**config.mk**
```make
export PLATFORM = sky130hd
export DESIGN_NAME = sprite_layer_arbiter_flat
export DESIGN_NICKNAME = d
export VERILOG_FILES = /design/src/rtl/sprite_layer_arbiter_if.sv /design/src/rtl/sprite_layer_arbiter.sv /design/src/flat_wrapper.sv
export SDC_FILE = /design/constraint.sdc
export NUM_CORES = 1
export LEC_CHECK = 0
export ABC_AREA = 1
export CELL_PAD_IN_SITES_DETAIL_PLACEMENT = 0
export CELL_PAD_IN_SITES_GLOBAL_PLACEMENT = 2
export CORE_MARGIN = 10
export CORE_UTILIZATION = 39
export CTS_BUF_LIST = sky130_fd_sc_hd__clkbuf_4
export CTS_CLUSTER_DIAMETER = 80
export DETAILED_ROUTE_END_ITERATION = 12
export PLACE_DENSITY = 0.9
export SLEW_MARGIN = 15
export SYNTH_ARGS = -nofsm -noshare
export SYNTH_HDL_FRONTEND = slang
export SYNTH_SLANG_ARGS = --single-unit
export TNS_END_PERCENT = 100
```
**constraint.sdc**
```tcl
create_clock -name vga_clk -period 11 [get_ports vga_clk]
set_clock_uncertainty 0.1 [all_clocks]
set_input_delay 1.1 -clock vga_clk [delete_from_list [all_inputs] [get_ports vga_clk]]
set_output_delay 1.1 -clock vga_clk [all_outputs]
set_load 0.005 [all_outputs]
```
**src/rtl/sprite_layer_arbiter_if.sv**
```systemverilog
// Bundle of scan, table-write, shared-ROM and pixel-output signals for sprite_layer_arbiter.
// master = scan/CPU/ROM side, slave = the arbiter itself.
interface sprite_layer_arbiter_if #(
    parameter int NUM_OBJ = 4,
    parameter int ADDR_W  = 11
);
    localparam int IDX_W = (NUM_OBJ > 1) ? $clog2(NUM_OBJ) : 1;

    logic [9:0]        DrawX;
    logic [9:0]        DrawY;
    logic              frame_start;
    logic              wr_en;
    logic [IDX_W-1:0]  wr_idx;
    logic [9:0]        wr_x;
    logic [9:0]        wr_y;
    logic [ADDR_W-1:0] wr_base;
    logic              wr_vis;
    logic              wr_flip;
    logic [ADDR_W-1:0] rom_address;
    logic [6:0]        rom_q;
    logic [6:0]        pixel_idx;
    logic              pixel_on;
    logic              collide;

    modport master (
        output DrawX, DrawY, frame_start,
        output wr_en, wr_idx, wr_x, wr_y, wr_base, wr_vis, wr_flip,
        output rom_q,
        input  rom_address, pixel_idx, pixel_on, collide
    );

    modport slave (
        input  DrawX, DrawY, frame_start,
        input  wr_en, wr_idx, wr_x, wr_y, wr_base, wr_vis, wr_flip,
        input  rom_q,
        output rom_address, pixel_idx, pixel_on, collide
    );
endinterface

```
**src/rtl/sprite_layer_arbiter.sv**
```systemverilog
// Per-pixel arbiter sharing one sprite ROM among NUM_OBJ objects, with a 3-cycle pixel pipeline.
// Define SPRITE_FLIP_EN to add per-slot horizontal mirroring.
module sprite_layer_arbiter #(
    parameter int NUM_OBJ     = 4,
    parameter int SPRITE_SIZE = 15,
    parameter int ADDR_W      = 11
) (
    input  logic                  vga_clk,
    input  logic                  Reset,
    sprite_layer_arbiter_if.slave bus
);
    localparam int IDX_W = (NUM_OBJ > 1) ? $clog2(NUM_OBJ) : 1;

    logic [NUM_OBJ-1:0]             hit;
    logic [NUM_OBJ-1:0][ADDR_W-1:0] addr_slot;

    generate
        for (genvar gi = 0; gi < NUM_OBJ; gi++) begin : g_slot
            logic [9:0]        sh_x_reg, sh_y_reg, act_x_reg, act_y_reg;
            logic [ADDR_W-1:0] sh_base_reg, act_base_reg;
            logic              sh_vis_reg, act_vis_reg;
            logic [9:0]        dist_x, dist_y, col;
`ifdef SPRITE_FLIP_EN
            logic              sh_flip_reg, act_flip_reg;
`endif

            // Shadow takes CPU writes; active copies the pre-write shadow on frame_start.
            always_ff @(posedge vga_clk or posedge Reset) begin
                if (Reset) begin
                    sh_x_reg     <= '0;
                    sh_y_reg     <= '0;
                    sh_base_reg  <= '0;
                    sh_vis_reg   <= 1'b0;
                    act_x_reg    <= '0;
                    act_y_reg    <= '0;
                    act_base_reg <= '0;
                    act_vis_reg  <= 1'b0;
`ifdef SPRITE_FLIP_EN
                    sh_flip_reg  <= 1'b0;
                    act_flip_reg <= 1'b0;
`endif
                end else begin
                    if (bus.wr_en && bus.wr_idx == IDX_W'(gi)) begin
                        sh_x_reg    <= bus.wr_x;
                        sh_y_reg    <= bus.wr_y;
                        sh_base_reg <= bus.wr_base;
                        sh_vis_reg  <= bus.wr_vis;
`ifdef SPRITE_FLIP_EN
                        sh_flip_reg <= bus.wr_flip;
`endif
                    end
                    if (bus.frame_start) begin
                        act_x_reg    <= sh_x_reg;
                        act_y_reg    <= sh_y_reg;
                        act_base_reg <= sh_base_reg;
                        act_vis_reg  <= sh_vis_reg;
`ifdef SPRITE_FLIP_EN
                        act_flip_reg <= sh_flip_reg;
`endif
                    end
                end
            end

            // Unsigned wrap makes boxes crossing the left/top edge simply miss.
            assign dist_x = bus.DrawX - act_x_reg;
            assign dist_y = bus.DrawY - act_y_reg;
            assign hit[gi] = act_vis_reg && (dist_x < 10'(SPRITE_SIZE)) && (dist_y < 10'(SPRITE_SIZE));

`ifdef SPRITE_FLIP_EN
            assign col = act_flip_reg ? (10'(SPRITE_SIZE - 1) - dist_x) : dist_x;
`else
            assign col = dist_x;
`endif
            assign addr_slot[gi] = act_base_reg
                                 + ADDR_W'(dist_y) * ADDR_W'(SPRITE_SIZE)
                                 + ADDR_W'(col);
        end
    endgenerate

`ifndef SPRITE_FLIP_EN
    logic unused_flip;
    assign unused_flip = bus.wr_flip;
`endif

    logic              sel_hit;
    logic [ADDR_W-1:0] sel_addr;

    // Scan from lowest priority up so the lowest-indexed hitting slot is written last.
    always_comb begin
        sel_hit  = 1'b0;
        sel_addr = '0;
        for (int i = NUM_OBJ - 1; i >= 0; i--) begin
            if (hit[i]) begin
                sel_hit  = 1'b1;
                sel_addr = addr_slot[i];
            end
        end
    end

    logic              hit_s1_reg, hit_s2_reg;
    logic [ADDR_W-1:0] rom_address_reg;
    logic              pixel_on_reg;
    logic [6:0]        pixel_idx_reg;
    logic              pixel_on_next;

    assign pixel_on_next = hit_s2_reg && (bus.rom_q != 7'd0);

    // Stage 1 drives the ROM, stage 2 waits for its registered read, stage 3 qualifies the index.
    always_ff @(posedge vga_clk or posedge Reset) begin
        if (Reset) begin
            hit_s1_reg      <= 1'b0;
            rom_address_reg <= '0;
            hit_s2_reg      <= 1'b0;
            pixel_on_reg    <= 1'b0;
            pixel_idx_reg   <= '0;
        end else begin
            hit_s1_reg      <= sel_hit;
            rom_address_reg <= sel_addr;
            hit_s2_reg      <= hit_s1_reg;
            pixel_on_reg    <= pixel_on_next;
            pixel_idx_reg   <= pixel_on_next ? bus.rom_q : 7'd0;
        end
    end

    logic coincide;
    logic collide_acc_reg, collide_reg;

    generate
        if (NUM_OBJ > 1) begin : g_coll
            assign coincide = hit[0] && (|hit[NUM_OBJ-1:1]);
        end else begin : g_no_coll
            assign coincide = 1'b0;
        end
    endgenerate

    // A coincidence seen in the frame_start cycle seeds the next frame's accumulator.
    always_ff @(posedge vga_clk or posedge Reset) begin
        if (Reset) begin
            collide_acc_reg <= 1'b0;
            collide_reg     <= 1'b0;
        end else if (bus.frame_start) begin
            collide_reg     <= collide_acc_reg;
            collide_acc_reg <= coincide;
        end else begin
            collide_acc_reg <= collide_acc_reg | coincide;
        end
    end

    assign bus.rom_address = rom_address_reg;
    assign bus.pixel_on    = pixel_on_reg;
    assign bus.pixel_idx   = pixel_idx_reg;
    assign bus.collide     = collide_reg;
endmodule
```
**src/flat_wrapper.sv**
```systemverilog
// flat-port wrapper written by rule: the top's interface ports become plain ports
module sprite_layer_arbiter_flat 
#(
    parameter int NUM_OBJ     = 4,
    parameter int SPRITE_SIZE = 15,
    parameter int ADDR_W      = 11
)
  (vga_clk, Reset, bus_DrawX, bus_DrawY, bus_frame_start, bus_wr_en, bus_wr_idx, bus_wr_x, bus_wr_y, bus_wr_base, bus_wr_vis, bus_wr_flip, bus_rom_q, bus_rom_address, bus_pixel_idx, bus_pixel_on, bus_collide);
  sprite_layer_arbiter_if #(.NUM_OBJ(NUM_OBJ), .ADDR_W(ADDR_W)) bus_i ();
  input  logic vga_clk;
  input  logic Reset;
  input wire logic [$bits(bus_i.DrawX)-1:0] bus_DrawX;
  input wire logic [$bits(bus_i.DrawY)-1:0] bus_DrawY;
  input wire logic [$bits(bus_i.frame_start)-1:0] bus_frame_start;
  input wire logic [$bits(bus_i.wr_en)-1:0] bus_wr_en;
  input wire logic [$bits(bus_i.wr_idx)-1:0] bus_wr_idx;
  input wire logic [$bits(bus_i.wr_x)-1:0] bus_wr_x;
  input wire logic [$bits(bus_i.wr_y)-1:0] bus_wr_y;
  input wire logic [$bits(bus_i.wr_base)-1:0] bus_wr_base;
  input wire logic [$bits(bus_i.wr_vis)-1:0] bus_wr_vis;
  input wire logic [$bits(bus_i.wr_flip)-1:0] bus_wr_flip;
  input wire logic [$bits(bus_i.rom_q)-1:0] bus_rom_q;
  output wire logic [$bits(bus_i.rom_address)-1:0] bus_rom_address;
  output wire logic [$bits(bus_i.pixel_idx)-1:0] bus_pixel_idx;
  output wire logic [$bits(bus_i.pixel_on)-1:0] bus_pixel_on;
  output wire logic [$bits(bus_i.collide)-1:0] bus_collide;
  assign bus_i.DrawX = bus_DrawX;
  assign bus_i.DrawY = bus_DrawY;
  assign bus_i.frame_start = bus_frame_start;
  assign bus_i.wr_en = bus_wr_en;
  assign bus_i.wr_idx = bus_wr_idx;
  assign bus_i.wr_x = bus_wr_x;
  assign bus_i.wr_y = bus_wr_y;
  assign bus_i.wr_base = bus_wr_base;
  assign bus_i.wr_vis = bus_wr_vis;
  assign bus_i.wr_flip = bus_wr_flip;
  assign bus_i.rom_q = bus_rom_q;
  assign bus_rom_address = bus_i.rom_address;
  assign bus_pixel_idx = bus_i.pixel_idx;
  assign bus_pixel_on = bus_i.pixel_on;
  assign bus_collide = bus_i.collide;
  sprite_layer_arbiter #(.NUM_OBJ(NUM_OBJ), .SPRITE_SIZE(SPRITE_SIZE), .ADDR_W(ADDR_W)) u_core (.vga_clk(vga_clk), .Reset(Reset), .bus(bus_i));
endmodule
```
==> run metrics, run 1 <==
wire length per cell=~17 µm; clock sinks=approximately 280; via/cell ratio=4.74; Crit path max-delay family=adder cells; # Post-CTS Setup Buffers=0; Mapped Nets=around 2800; Worst Max-Slew Pin Slew=1.10 ns; htree depth=3; startpoint types=input pin; Synthesis Warnings=0; Via Count=between 15000 and 20000; fmax=roughly 0.14 GHz; Mean Syn Cell Area=just over 8 µm²; worst skew pair latency=roughly 0.86 ns; status=complete, no violations; Die Wd=between 200 and 250 µm; vias in the first global route=15600; HPWL Detailed=between 40000 and 50000 µm; TritonRoute pass-1 iters=5; RSZ-0062 raised after global routing=false; Total GRT Usage=19.2%; drc violations=0; first-pass GRT wire length=slightly below 90000 µm; critical path peak fanout=6; CTS hold repair buffers=0; Tmin final=6.91 ns; Mapped Cells=around 2500; clock transition at the registers of the reported paths=around 0.07 ns; leading cell type in the layout, fill and taps excluded=nand2_1; commonest cells after routing, fill and taps aside=nand2_1 (701), inv_1 (493), dfrtp_1 (279); crit path capture type=register; number of max-cap violations=0; Crit-path slowest cell=clkdlybuf4s50_1; Initial Util=39.7%; post-synthesis register bit count=approximately 280; grt ovf=0; Core Area=between 0.05 and 0.06 mm²; Netlist cell types=46; final cycle utilization of the critical path=62.8%; Slew Limit Fails=0; # IOs=86; CP Data Required Time=11.65 ns; sequential share of the synthesized area=a little over a third; WP data arrival=between 7 and 8 ns; Critical path buffers and inverters=7; DRT iter0 DRCs=slightly above 1000; initial antenna violation count=3; GP Congestion=between 0.8 and 0.9; IO Port Bufs=84; # resized after CTS=0; Final Hold Fails=0; share of layout cells above drive strength 1=between 6 and 7%; max incr delay on CP=between 0.8 and 0.9 ns; setup tns final=0 ns; Layout area overhead=12.8%; clock buffer depth=3; nets=2932; largest net degree at the start of global routing=170; Die ar.=between 0.06 and 0.07 mm²; Setup CP Type=in -> reg; final wirelength=57100 µm; count of final setup violators=0; die height=~250 µm; total CTS buffers=80; CTS tree=built; synthesized area=approximately 0.02 mm²; max_slew headroom=approximately a quarter; row count=a little over 80; Most Frequent Cell on Critical Path=nand2_1; hold crit path type=reg -> reg; Detail Route Antenna Nets=0; clock root buffer=clkbuf_4
## Yosys cell counts, drive strengths merged
cell type	n	area share, %
ha	140	8.8
xnor3	1	0.11
nand3	110	2.9
o21ai	238	6.0
a211oi	1	0.038
fa	132	13
nor3	13	0.38
nand4	20	0.63
nand3b	12	0.47
o311ai	3	0.13
clkbuf	52	0.98
o21bai	11	0.43
nand2	713	14
buf	6	0.26
o2111ai	1	0.044
o21a	4	0.15
nor2	74	1.5
xnor2	27	1.3
or2	7	0.22
dfrtp	279	35
inv	496	9.3
a31o	3	0.13
xor2	56	2.5
a31oi	3	0.094
and2	1	0.031
a21o	4	0.15
nor4	1	0.031
a21oi	69	1.8
## per-stage QoR
| stage | area [µm²] | worst slack (ns) | utilization (%) | hold WS (ns) | cells |
|---|---|---|---|---|---|
| after global placement | 21500 | 3.35 | 42.7 | 0.242 | 3184 |
| after detailed placement | 21500 | 3.35 | 42.7 | 0.243 | 3184 |
| after global routing | 22500 | 3.80 | 44.7 | 0.263 | 3317 |
| after floorplan | 20000 | 2.11 | - | 0.231 | 2477 |
| final | 22500 | 4.09 | 44.7 | 0.252 | 3320 |
| after CTS | 22500 | 4.25 | 44.7 | 0.257 | 3316 |
## cell type report
| cell class | count | area, µm² |
|---|---|---|
| inverters | 496 | 1870 |
| well taps | 672 | 841 |
| fillers | 5112 | 27800 |
| flip-flops and latches | 279 | 6980 |
| diodes | 4 | 10.0 |
| repair buffers | 93 | 922 |
| clock inverters | 15 | 129 |
| clock buffers | 117 | 878 |
| multi-input cells | 1644 | 10900 |
## layer usage
layer	share of wire, %	track usage (%)	up-vias
met5	0.023	0	-
met4	2.6	6.73	2
met3	4.7	3.27	92
met2	45	29.5	363
met1	48	26.7	7415
li1	-	-	7880
## cell families (layout without fill, tap and decap cells)
family / after synthesis / count (layout) / share of synthesized area (%)
and+or+nand+nor: 951 / 951 / 19.7
buffers and inverters: 554 / 721 / 10.6
AOI/OAI and AO/OA: 337 / 337 / 8.94
DFF: 279 / 279 / 34.9
adders and majority gates: 272 / 272 / 22.0
xor gates and xnor gates: 84 / 84 / 3.92
other: 0 / 4 / 0
## worst reg2reg max path, delay by kind of cell, from the launching register on
family                   cells  cell delay [ns]
XOR/XNOR                     1             0.86
adder cells (fa/ha/maj)      5             2.28
buffers and inverters        6             0.52
flip-flops                   1             0.32
AND/OR/NAND/NOR             18             1.92
## final timing paths
path	start	to	slack (ns)	cells past startpoint
worst max-delay path	bus_DrawY[1]	u_core.bus.rom_address[10]	4.09	28
worst min-delay path	u_core.hit_s1_reg	u_core.hit_s2_reg	0.25	0
worst max register to register	u_core.g_slot[2].act_x_reg[7]	u_core.bus.rom_address[10]	4.94	30
worst min register to register	u_core.hit_s1_reg	u_core.hit_s2_reg	0.25	0
max in group asynchronous	Reset	u_core.g_slot[0].sh_x_reg[9]	8.60	3
min in group asynchronous	Reset	u_core.g_slot[2].sh_y_reg[4]	0.73	2
Power of run 1 is left out: the tool's default activity adds up to more than one toggle a clock period on the data nets, which glitch-free logic cannot reach.
==> run 2: changes to the inputs <==
- clock period: 11 -> 6.45 ns (I/O delays scaled with it)
==> run 2 against run 1 <==
Sequential cell count stayed put; cell count up 3.1%; sequential share of layout area shrank 0.96 points; first-iteration DRC count fell by 10%; utilization grew 1.4 points; count of clock-buffer cells in the layout up 2; critical endpoint unchanged; highest routed layer is now met4.
==> run metrics, run 2 (synthesized netlist as in run 1, its figures left out) <==
status=complete, no violations; share of layout cells above drive strength 1=9.80% (+3.0 points); Post-Layout Cell Count=3422 (+3.1%); critical path peak fanout=4 (-2); Fillers=5075 (-0.72%); max_slew headroom=37.4% (+11 points); leading cell type in the layout, fill and taps excluded=nand2_1; fmax=between 0.15 and 0.2 GHz; grt ovf=0 (unchanged); Post-DP Area=0.0222 mm² (+3.2%); row count=82 (unchanged); # Post-CTS Setup Buffers=0 (unchanged); vias in the first global route=15900 (+1.7%); DRT iter0 DRCs=925 (-10%); HPWL Detailed=46000 µm (+4.2%); hold path start=bus_frame_start; count of final setup violators=0 (unchanged); CTS hold repair buffers=1 (+1); reg2reg path depth=33 (+10%); CTS tree=built; # resized after CTS=0 (unchanged); Die ar.=0.0607 mm² (unchanged); total CTS buffers=81 (+1.3%); post-placement cell count=3272 (+2.8%); initial antenna violation count=4 (+1); clock buffer depth=3 (unchanged); RSZ-0062 raised after global routing=false; die height=246 µm (unchanged); # IOs=86 (unchanged); Worst Max-Slew Pin Slew=0.939 ns (-0.156 ns); hold path depth=3 (+3); clock root buffer=clkbuf_4; TritonRoute pass-1 iters=5 (unchanged); final instance area=0.0233 mm² (+3.2%); Die Wd=246 µm (unchanged); WP data arrival=6.27 ns (-1.29 ns); htree depth=3 (unchanged); first-pass GRT wire length=90600 µm (+1.3%); pre-CTS WS=-0.00311 ns (-3.35 ns); Setup crit start=bus_DrawY[0]; GP Congestion=0.881 (+2.6%); final wirelength=57700 µm (+1.0%); IO Port Bufs=84 (unchanged); Final Hold Fails=0 (unchanged); clock sinks=279 (unchanged); Via Count=16000 (+1.3%); Tmin final=about 5.7 ns; number of max-cap violations=0 (unchanged); Slew Limit Fails=0 (unchanged); Core Area=0.0504 mm² (unchanged); via/cell ratio=4.66 (-1.8%); Setup CP Type=in -> reg; CP Data Required Time=7.06 ns (-4.59 ns); final cycle utilization of the critical path=a little under 90%; clock transition at the registers of the reported paths=0.06 ns (about the same); area of the multi-input gates=0.0109 mm² (unchanged); startpoint types=input pin; nets=3022 (+3.1%); Total GRT Usage=19.5% (+0.30 points); commonest cells after routing, fill and taps aside=nand2_1 (701), inv_1 (493), dfrtp_1 (279); Detail Route Antenna Nets=0 (unchanged); final worst slack=0.793 ns (-3.30 ns); wire length per cell=16.8 µm (-2.0%); Storage cell area=0.00698 mm² (unchanged); RR Startpoint=u_core.g_slot[3].act_x_reg[2]; crit path capture type=register; worst skew pair latency=0.83 ns (-0.03 ns); Layout area overhead=16.4%; hold crit path type=in -> reg; drc violations=0 (unchanged); Initial Util=39.7% (unchanged); largest net degree at the start of global routing=153 (-10%)
[run 2: cell count changes in the layout (fill, tap and decap cells not counted)]
cell | previous run | this run
clkinvlp_4 | 0 | 4
buf_12 | 1 | 4
diode_2 | 4 | 5
buf_4 | 8 | 93
clkinv_1 | 7 | 17
bufinv_16 | 2 | 0
inv_8 | 1 | 0
clkinv_2 | 4 | 3
clkbuf_4 | 117 | 119
dlygate4sd3_1 | 0 | 1
[run 2: stage by stage]
step                hold slack [ns]   TNS, ns  util [%]
global route                 0.0597         0      46.2
floorplan                     0.231         0         -
detailed placement            0.235  -0.00311      44.1
global placement              0.235   -0.0604      44.1
CTS                          0.0310         0      46.1
finish                       0.0867         0      46.2
[run 2: cell type report]
cell class,instances,area share [%]
Inverter,496,8.02
Multi-Input combinational cell,1644,46.9
Sequential cell,279,30.0
Clock inverter,25,0.533
Antenna cell,5,0.0538
Clock buffer,119,3.84
Tap cell,672,3.62
Timing Repair Buffer,182,7.01
[run 2: worst max-delay path, stage by stage]
cell	delay (ns)
clkdlybuf4s50_1	0.62
inv_1	0.12
buf_4	0.18
ha_1	0.26
fa_1	0.43
o21ai_1	0.19
a21o_1	0.15
xor2_1	0.34
inv_1	0.21
fa_1	0.56
fa_1	0.56
inv_1	0.06
fa_1	0.53
inv_1	0.04
ha_1	0.33
a21oi_1	0.08
o21a_1	0.17
nand2_1	0.13
xnor3_1	0.28
xnor2_1	0.17
nand2_1	0.07
nand3_1	0.08
nand2_1	0.06
[run 2: worst paths after layout]
path,endpoint,slack [ns]
max,u_core.bus.rom_address[10],0.79
min,u_core.bus.collide,0.09
max reg2reg,u_core.bus.rom_address[10],0.82
min reg2reg,u_core.hit_s2_reg,0.24
max in group asynchronous,u_core.g_slot[2].act_x_reg[6],4.45
min in group asynchronous,u_core.g_slot[2].act_y_reg[7],0.60
[run 2: per-layer routing]
| metal | track usage [%] | wire [µm] |
|---|---|---|
| met1 | 26.5 | 27400 |
| met2 | 30.9 | 26300 |
| met3 | 3.77 | 2590 |
| met4 | 5.72 | 1380 |
| met5 | 0 | 0 |
Power of run 2 is left out for the same reason.
